$ cat config.mk
export PLATFORM = sky130hd
export DESIGN_NAME = coproc_controller
export DESIGN_NICKNAME = d
export VERILOG_FILES = /design/src/rtl/coproc_controller.sv
export SDC_FILE = /design/constraint.sdc
export NUM_CORES = 2
export LEC_CHECK = 0
export CAP_MARGIN = 25
export CORE_MARGIN = 5
export CORE_UTILIZATION = 30
export CTS_CLUSTER_DIAMETER = 100
export CTS_CLUSTER_SIZE = 25
export DETAILED_ROUTE_END_ITERATION = 12
export PLACE_DENSITY_LB_ADDON = 0.3
export SYNTH_ARGS = -nofsm -noshare
export SYNTH_HDL_FRONTEND = slang
export SYNTH_SLANG_ARGS = --single-unit
export TNS_END_PERCENT = 20
$ cat constraint.sdc
create_clock -name clk -period 4.39 [get_ports clk]
set_input_delay 0.878 -clock clk [delete_from_list [all_inputs] [get_ports clk]]
set_output_delay 0.878 -clock clk [all_outputs]
set_load 0.005 [all_outputs]
$ cat src/rtl/coproc_controller.sv
// Sequencer for the 5x5 matrix ULA. Takes one instruction, loads matrices A and B
// bytewise from the 8-bit data memory, runs the ULA start/done handshake and
// stores the 200-bit result back to memory.
// Ports: instruction handshake (instr_*), byte memory port (mem_*, 1-cycle read
//   latency), ULA interface (ula_*), status (busy, cmd_done, error).
module coproc_controller #(
  parameter int ADDR_W  = 9,
  parameter int N_ELEM  = 25,
  parameter int TIMEOUT = 255
) (
  input  logic                clk,
  input  logic                reset,
  // instruction interface
  input  logic                instr_valid,
  output logic                instr_ready,
  input  logic [3:0]          instr_opcode,
  input  logic [7:0]          instr_escalar,
  input  logic [ADDR_W-1:0]   instr_addr_a,
  input  logic [ADDR_W-1:0]   instr_addr_b,
  input  logic [ADDR_W-1:0]   instr_addr_r,
  // data memory
  output logic [ADDR_W-1:0]   mem_addr,
  output logic                mem_rd,
  output logic                mem_wr,
  output logic [7:0]          mem_wdata,
  input  logic [7:0]          mem_rdata,
  // ULA
  output logic                ula_start,
  output logic [3:0]          ula_opcode,
  output logic [7:0]          ula_escalar,
  output logic [8*N_ELEM-1:0] ula_matriz_a,
  output logic [8*N_ELEM-1:0] ula_matriz_b,
  input  logic [8*N_ELEM-1:0] ula_resultado,
  input  logic                ula_done,
  // status
  output logic                busy,
  output logic                cmd_done,
  output logic                error
);

  localparam int IDX_W = $clog2(N_ELEM + 1);
  localparam int TO_W  = $clog2(TIMEOUT + 1);
  localparam int MW    = 8 * N_ELEM;

  typedef enum logic [2:0] {
    S_IDLE, S_LOAD_A, S_LOAD_B, S_EXEC, S_STORE, S_DONE
  } state_t;

  state_t            state_q, state_d;
  logic [IDX_W-1:0]  idx_q, idx_d;
  logic [TO_W-1:0]   exec_cnt_q, exec_cnt_d;
  logic [3:0]        opcode_q, opcode_d;
  logic [7:0]        escalar_q, escalar_d;
  logic [ADDR_W-1:0] addr_a_q, addr_a_d;
  logic [ADDR_W-1:0] addr_b_q, addr_b_d;
  logic [ADDR_W-1:0] addr_r_q, addr_r_d;
  logic [MW-1:0]     mat_a_q, mat_a_d;
  logic [MW-1:0]     mat_b_q, mat_b_d;
  logic [MW-1:0]     res_q, res_d;
  logic              error_q, error_d;

  always_comb begin
    state_d    = state_q;
    idx_d      = idx_q;
    exec_cnt_d = exec_cnt_q;
    opcode_d   = opcode_q;
    escalar_d  = escalar_q;
    addr_a_d   = addr_a_q;
    addr_b_d   = addr_b_q;
    addr_r_d   = addr_r_q;
    mat_a_d    = mat_a_q;
    mat_b_d    = mat_b_q;
    res_d      = res_q;
    error_d    = error_q;

    instr_ready = 1'b0;
    mem_addr    = '0;
    mem_rd      = 1'b0;
    mem_wr      = 1'b0;
    mem_wdata   = '0;
    ula_start   = 1'b0;
    cmd_done    = 1'b0;

    case (state_q)
      S_IDLE: begin
        instr_ready = 1'b1;
        if (instr_valid) begin
          opcode_d   = instr_opcode;
          escalar_d  = instr_escalar;
          addr_a_d   = instr_addr_a;
          addr_b_d   = instr_addr_b;
          addr_r_d   = instr_addr_r;
          error_d    = 1'b0;
          idx_d      = '0;
          exec_cnt_d = '0;
          state_d    = (instr_opcode == 4'd0) ? S_DONE : S_LOAD_A;
        end
      end

      S_LOAD_A, S_LOAD_B: begin
        // Issue read for byte idx; data for byte idx-1 arrives this cycle.
        if (idx_q < IDX_W'(N_ELEM)) begin
          mem_rd   = 1'b1;
          mem_addr = ((state_q == S_LOAD_A) ? addr_a_q : addr_b_q) + ADDR_W'(idx_q);
        end
        for (int k = 0; k < N_ELEM; k++) begin
          if (idx_q == IDX_W'(k + 1)) begin
            if (state_q == S_LOAD_A) mat_a_d[8*k +: 8] = mem_rdata;
            else                     mat_b_d[8*k +: 8] = mem_rdata;
          end
        end
        if (idx_q == IDX_W'(N_ELEM)) begin
          idx_d   = '0;
          state_d = (state_q == S_LOAD_A) ? S_LOAD_B : S_EXEC;
        end else begin
          idx_d = idx_q + 1'b1;
        end
      end

      S_EXEC: begin
        ula_start = 1'b1;
        // First EXEC cycle ignores done: it may still reflect a previous command.
        if (exec_cnt_q != '0 && ula_done) begin
          res_d   = ula_resultado;
          idx_d   = '0;
          state_d = S_STORE;
        end else if (exec_cnt_q == TO_W'(TIMEOUT - 1)) begin
          error_d = 1'b1;
          state_d = S_DONE;
        end else begin
          exec_cnt_d = exec_cnt_q + 1'b1;
        end
      end

      S_STORE: begin
        mem_wr   = 1'b1;
        mem_addr = addr_r_q + ADDR_W'(idx_q);
        for (int k = 0; k < N_ELEM; k++) begin
          if (idx_q == IDX_W'(k)) mem_wdata = res_q[8*k +: 8];
        end
        if (idx_q == IDX_W'(N_ELEM - 1)) begin
          idx_d   = '0;
          state_d = S_DONE;
        end else begin
          idx_d = idx_q + 1'b1;
        end
      end

      S_DONE: begin
        cmd_done = 1'b1;
        state_d  = S_IDLE;
      end

      default: state_d = S_IDLE;
    endcase
  end

  always_ff @(posedge clk) begin
    if (reset) begin
      state_q    <= S_IDLE;
      idx_q      <= '0;
      exec_cnt_q <= '0;
      opcode_q   <= '0;
      escalar_q  <= '0;
      addr_a_q   <= '0;
      addr_b_q   <= '0;
      addr_r_q   <= '0;
      mat_a_q    <= '0;
      mat_b_q    <= '0;
      res_q      <= '0;
      error_q    <= 1'b0;
    end else begin
      state_q    <= state_d;
      idx_q      <= idx_d;
      exec_cnt_q <= exec_cnt_d;
      opcode_q   <= opcode_d;
      escalar_q  <= escalar_d;
      addr_a_q   <= addr_a_d;
      addr_b_q   <= addr_b_d;
      addr_r_q   <= addr_r_d;
      mat_a_q    <= mat_a_d;
      mat_b_q    <= mat_b_d;
      res_q      <= res_d;
      error_q    <= error_d;
    end
  end

  assign ula_opcode   = opcode_q;
  assign ula_escalar  = escalar_q;
  assign ula_matriz_a = mat_a_q;
  assign ula_matriz_b = mat_b_q;
  assign busy         = (state_q != S_IDLE);
  assign error        = error_q;

endmodule

==> impl.org <==
** Timing
- Final number of setup-violating endpoints :: 6
- Slew Limit Headroom :: between 20% and 30%
- On the final layout, the worst clock skew is 0.0329 ns.
- At the pin with the least slew margin, the transition time is 1.12 ns.
- After layout, the minimum clock period comes to 4.49 ns.
- For this run, the top clock speed supported by timing is approximately 220 MHz.
- Setup repair after global routing could not meet its margin everywhere.
- Final hold violations :: 0
- Number of max-slew violations in the final report :: 0
- In the post-route analysis, the smallest setup slack over all paths is -0.100 ns.
- The final critical path takes up 102% of the cycle.
- Sum of negative setup slack :: -0.364 ns

** Setup path
- In this run the worst path has a maximum fanout of 9.
- Arrival @ worst endpoint :: 3.61 ns
- At the worst endpoint, the required time is ~3.5 ns.
- Worst reg2reg setup slack :: 1.51 ns
- The startpoint identified for the worst register-to-register timing path is idx_q[1]$_SDFFE_PP0P_.
- In this design, the critical path's most frequently occurring cell is sky130_fd_sc_hd__buf_4.
- STA classifies the critical path startpoint as a flop.
- Sum of buffers and inverters on the critical path :: 4
- Cell breakdown of the critical path :: inv_1 -> buf_4 -> ha_2 -> buf_4 -> nand2b_1 -> nor3_4 -> o2bb2ai_1 -> a211oi_1 -> o211ai_1 -> a21oi_2 -> o22ai_1 -> clkdlybuf4s50_1
- Type of destination of the critical path :: primary output
- The slowest stage of the critical path belongs to the cell sky130_fd_sc_hd__clkdlybuf4s50_1.
- Slowest cell delay on critical path :: ~0.59 ns
- Worst setup path category :: reg -> out
- The number of cells on the worst reg-to-reg path is 11.
- The endpoint identified for the worst register-to-register timing path is ula_matriz_a[195]$_SDFFE_PP0P_.
- The cell family contributing the most delay on the critical path is buffers and inverters.

** Floorplan
- Core footprint :: 87000 sq um
- The die covers 94000 sq um.
- The floorplan has around 110 rows.
- Starting density of the core :: 30.3%
- In this run the horizontal extent of the chip is roughly 300 um.
- During I/O placement, the number of pins put on the boundary was a little under 700.
- Die Y :: 307 um

** Outcome
- Failing checks :: setup timing
- The run finished, with violations left.

** CTS
- Clock tree from TritonCTS :: built
- TritonCTS Sinks :: 656
- Clock tree synthesis selected as its root buffer the cell sky130_fd_sc_hd__clkbuf_16.
- In this run the number of H-tree levels came out at 2.
- Skew-Pair Late Insertion Delay :: 0.59 ns
- After clock tree synthesis, the clock-pin slew on the worst setup and hold paths is 0.10 ns.
- The number of clock buffers added by TritonCTS is 37.
- Counting along the longest clock path gives a buffer depth of 3.

** Logic synthesis
- After Yosys synthesis, and, or, nand and nor cells account for 24.8% of the synthesized area.
- In this run, synthesis inferred 0 flip-flops with an integrated enable.
- Syn_nets :: around 3700
- After synthesis the cells add up to 26400 sq um.
- Cells after synthesis :: 3465
- Cell type with the largest total area after synthesis :: sky130_fd_sc_hd__dfxtp_1
- After synthesis the netlist holds a flip-flop and latch count of 656.
- Number of distinct library cells after synthesis :: a little under 80
- Of the post-synthesis cell area, the part taken by muxes is under 10%.
- Combinational family with the most area after synthesis :: simple AND/OR/NAND/NOR gates
- Prevailing post-synth register cell :: sky130_fd_sc_hd__dfxtp_1
- Share of synthesized flip-flops with an asynchronous set or reset :: 0%
- Summing the areas of all fa, ha and maj instances in the mapped netlist gives about 1.0% of the synthesized area.
- Synth area leaders :: sky130_fd_sc_hd__dfxtp_1, sky130_fd_sc_hd__nand2_1, sky130_fd_sc_hd__a21oi_1, sky130_fd_sc_hd__clkbuf_1, sky130_fd_sc_hd__mux2i_1
- During synthesis, Yosys emitted a total of 0 warnings.
- Sequential-to-total area share from yosys stat :: between 40% and 50%
- Compound-cell area share of the yosys netlist :: 17.3%
- Parity-gate share of the synthesized area counting xor and xnor cells :: 0.697%
- Share of the synthesized area in the top cell type :: 49.8%
- Dividing the synthesized area by the synthesized cell count gives around 7.6 sq um.

** GRT
- Via count of the first global-routing pass :: approximately 25000
- The first global-routing pass estimated 173000 um of wire.
- For this run the aggregate overflow at the end of global routing stands at 0.
- Number of antenna violations at the first check in global routing :: 18
- Global routing used 24.3% of the available tracks.
- Maximum number of pins on one net before global-route repair :: 201

** Route
- The first TritonRoute pass finished after 5 iterations.
- In the final routed layout, each cell accounts on average for 23.2 um.
- Dividing the detail-routed via count by the number of cells gives 5.03.
- Drc violations :: 0
- The first routing iteration left 2121 violations.
- Sum of routed wire length over all layers :: 122000 um
- Total via count after detailed routing :: 26435
- The detail route stage leaves a number of antenna-violating nets equal to 0.

** Power
- VDD IR-drop max :: 0.000212 V
- In this run switching power makes up 32.0% of total power.
- Summed over all cells, the static leakage comes to 12.2 nW.
- Clock network power share :: 29.9%
- Portion of total power attributed to sequential cells :: 47.7%
- Summed over all nets, the switching power comes to 4.16 mW.
- The internal power of the cells totals 8.86 mW.
- Dividing total power by cell area gives a power density of 358 nW/um^2.
- Of the total power, combinational logic draws between 20% and 30%.

** Flow run
- Max-cap violations in this run came to 0.

** Final layout
- P&R area growth vs syn :: 37.8%
- Share of post-route cells with drive strength above 1 :: 6.77%
- Post-Layout Inst Area :: approximately 36000 sq um
- For this run, the share of the core covered by cells in the final layout is 41.8%.
- Final net count :: 4349
- In the layout the commonest cells are sky130_fd_sc_hd__nand2_1, sky130_fd_sc_hd__clkdlybuf4s50_1, sky130_fd_sc_hd__dfxtp_1.
- Leading cell type in the layout, fill and taps excluded :: sky130_fd_sc_hd__nand2_1

** Place
- The placed instances occupy a cell area of 34800 sq um.
- RePlAce Congestion :: 0.953
- The count of buffers added on input and output ports is 686.
- HPWL after DPL :: 92000 um

** Worst hold path
- The worst hold path begins at ula_matriz_a[106]$_SDFFE_PP0P_.
- Worst Hold Depth :: 2
- Min-Delay Path Class :: reg -> reg
- The worst hold path terminates at ula_matriz_a[106]$_SDFFE_PP0P_.
==> power groups by stage <==
stage	registers [mW]	logic (mW)	clock network [mW]
after floorplan	6.32	1.41	0
after global placement	6.35	2.78	0
after detailed placement	6.35	2.78	0
after CTS	6.21	2.86	4.00
after global routing	6.24	3.08	4.20
final	6.22	2.91	3.90
==> sequential cells by signal, indices dropped and copies added, names as in the netlist <==
name	cells
exec_cnt_q	8
state_q	3
ula_matriz_a	200
ula_matriz_b	200
addr_b_q	9
error	1
ula_opcode	4
res_q	200
addr_r_q	9
ula_escalar	8
addr_a_q	9
idx_q	5
==> cells in the mapped netlist (5+ instances only) <==
cell and instances:
sky130_fd_sc_hd__mux2i_1 61, sky130_fd_sc_hd__a2111oi_0 8, sky130_fd_sc_hd__xor2_1 12, sky130_fd_sc_hd__o22ai_1 21, sky130_fd_sc_hd__a31oi_1 6, sky130_fd_sc_hd__ha_1 18
sky130_fd_sc_hd__nor3_1 19, sky130_fd_sc_hd__a221oi_1 10, sky130_fd_sc_hd__nor2_1 153, sky130_fd_sc_hd__or3_1 7, sky130_fd_sc_hd__nor3_2 5, sky130_fd_sc_hd__o221ai_1 7
sky130_fd_sc_hd__and2_1 8, sky130_fd_sc_hd__buf_2 28, sky130_fd_sc_hd__inv_1 22, sky130_fd_sc_hd__nand4_1 6, sky130_fd_sc_hd__clkbuf_1 188, sky130_fd_sc_hd__o2111ai_1 6
sky130_fd_sc_hd__o21ai_1 9, sky130_fd_sc_hd__a21o_1 9, sky130_fd_sc_hd__a32oi_1 6, sky130_fd_sc_hd__nand3b_1 5, sky130_fd_sc_hd__buf_4 9, sky130_fd_sc_hd__nand2_1 1265
sky130_fd_sc_hd__o21ai_0 50, sky130_fd_sc_hd__o211ai_1 8, sky130_fd_sc_hd__a211oi_1 8, sky130_fd_sc_hd__o32ai_1 5, sky130_fd_sc_hd__dfxtp_1 656, sky130_fd_sc_hd__a21oi_1 642
sky130_fd_sc_hd__xnor2_1 9, sky130_fd_sc_hd__nand3_1 68, sky130_fd_sc_hd__nand2b_1 13, sky130_fd_sc_hd__a22oi_1 7, sky130_fd_sc_hd__nor2b_1 16, sky130_fd_sc_hd__buf_1 18
==> metrics by stage <==
stage | setup slack [ns] | instances | hold WS (ns) | total power [mW]
2_1_floorplan | 0.568 | 3465 | 0.431 | 7.73
3_3_place_gp | -0.117 | 5187 | 0.441 | 9.12
3_5_place_dp | -0.128 | 5192 | 0.445 | 9.13
4_1_cts | -0.121 | 5244 | 0.457 | 13.1
5_1_grt | -0.218 | 5256 | 0.471 | 13.5
6_report | -0.100 | 5258 | 0.457 | 13.0
==> how the worst max path moves through the flow <==
stage / from / end / depth (start not counted) / slack, ns
finish: idx_q[1]$_SDFFE_PP0P_ / mem_wdata[4] / 12 / -0.1
global route: state_q[0]$_SDFFE_PP0P_ / mem_addr[5] / 11 / -0.22
CTS: idx_q[1]$_SDFFE_PP0P_ / mem_wdata[7] / 11 / -0.12
detailed placement: idx_q[4]$_SDFFE_PP0P_ / mem_wdata[6] / 11 / -0.13
global placement: idx_q[4]$_SDFFE_PP0P_ / mem_wdata[6] / 11 / -0.12
floorplan: state_q[0]$_SDFFE_PP0P_ / mem_addr[8] / 15 / 0.57
==> logic make-up (layout without fill, tap and decap cells) <==
| kind of cell | after synthesis | in the layout |
|---|---|---|
| other | 0 | 12 |
| XOR/XNOR | 21 | 21 |
| multiplexers | 61 | 61 |
| AND/OR/NAND/NOR | 1603 | 1603 |
| flip-flops | 656 | 656 |
| adder cells (fa/ha/maj) | 20 | 20 |
| AO/OA/AOI/OAI | 834 | 834 |
| buffers and inverters | 270 | 896 |
==> layer usage <==
| layer | wire (um) | track usage (%) |
|---|---|---|
| met5 | 69 | 0 |
| met3 | 8840 | 5.24 |
| met4 | 3690 | 7.06 |
| met2 | 57400 | 41.0 |
| met1 | 51900 | 31.5 |
==> area by class of cell <==
type                    instances  area [sq um]
clock inverters                12           189
clock buffers                  40           980
repair buffers                818          8000
diodes                         12          30.0
well taps                    1155          1450
multi-input cells            2539         12500
fillers                      8969         50700
inverters                      26          98.8
flip-flops and latches        656         13100
==> worst register-to-register path: stages (launching register included) <==
cell                      delay, ns
sky130_fd_sc_hd__dfxtp_1       0.33
sky130_fd_sc_hd__inv_1         0.10
sky130_fd_sc_hd__buf_4         0.16
sky130_fd_sc_hd__ha_2          0.23
sky130_fd_sc_hd__buf_4         0.22
sky130_fd_sc_hd__nand2_2       0.14
sky130_fd_sc_hd__o22ai_1       0.27
sky130_fd_sc_hd__o21ai_2       0.10
sky130_fd_sc_hd__or3_1         0.57
sky130_fd_sc_hd__nor2_8        0.34
sky130_fd_sc_hd__mux2i_1       0.24
sky130_fd_sc_hd__nor2_1        0.05
==> what timing repair did <==
item                                    CTS  global route
hold endpoints to repair                  0             0
pin swaps                                 9             5
cloned                                    0             1
endpoints found under the setup margin   12            11
gates resized for setup                  53            22
hold buffers                              0             0
setup buffers                             0             1
Note: power is estimated with default switching activity, not from simulation.
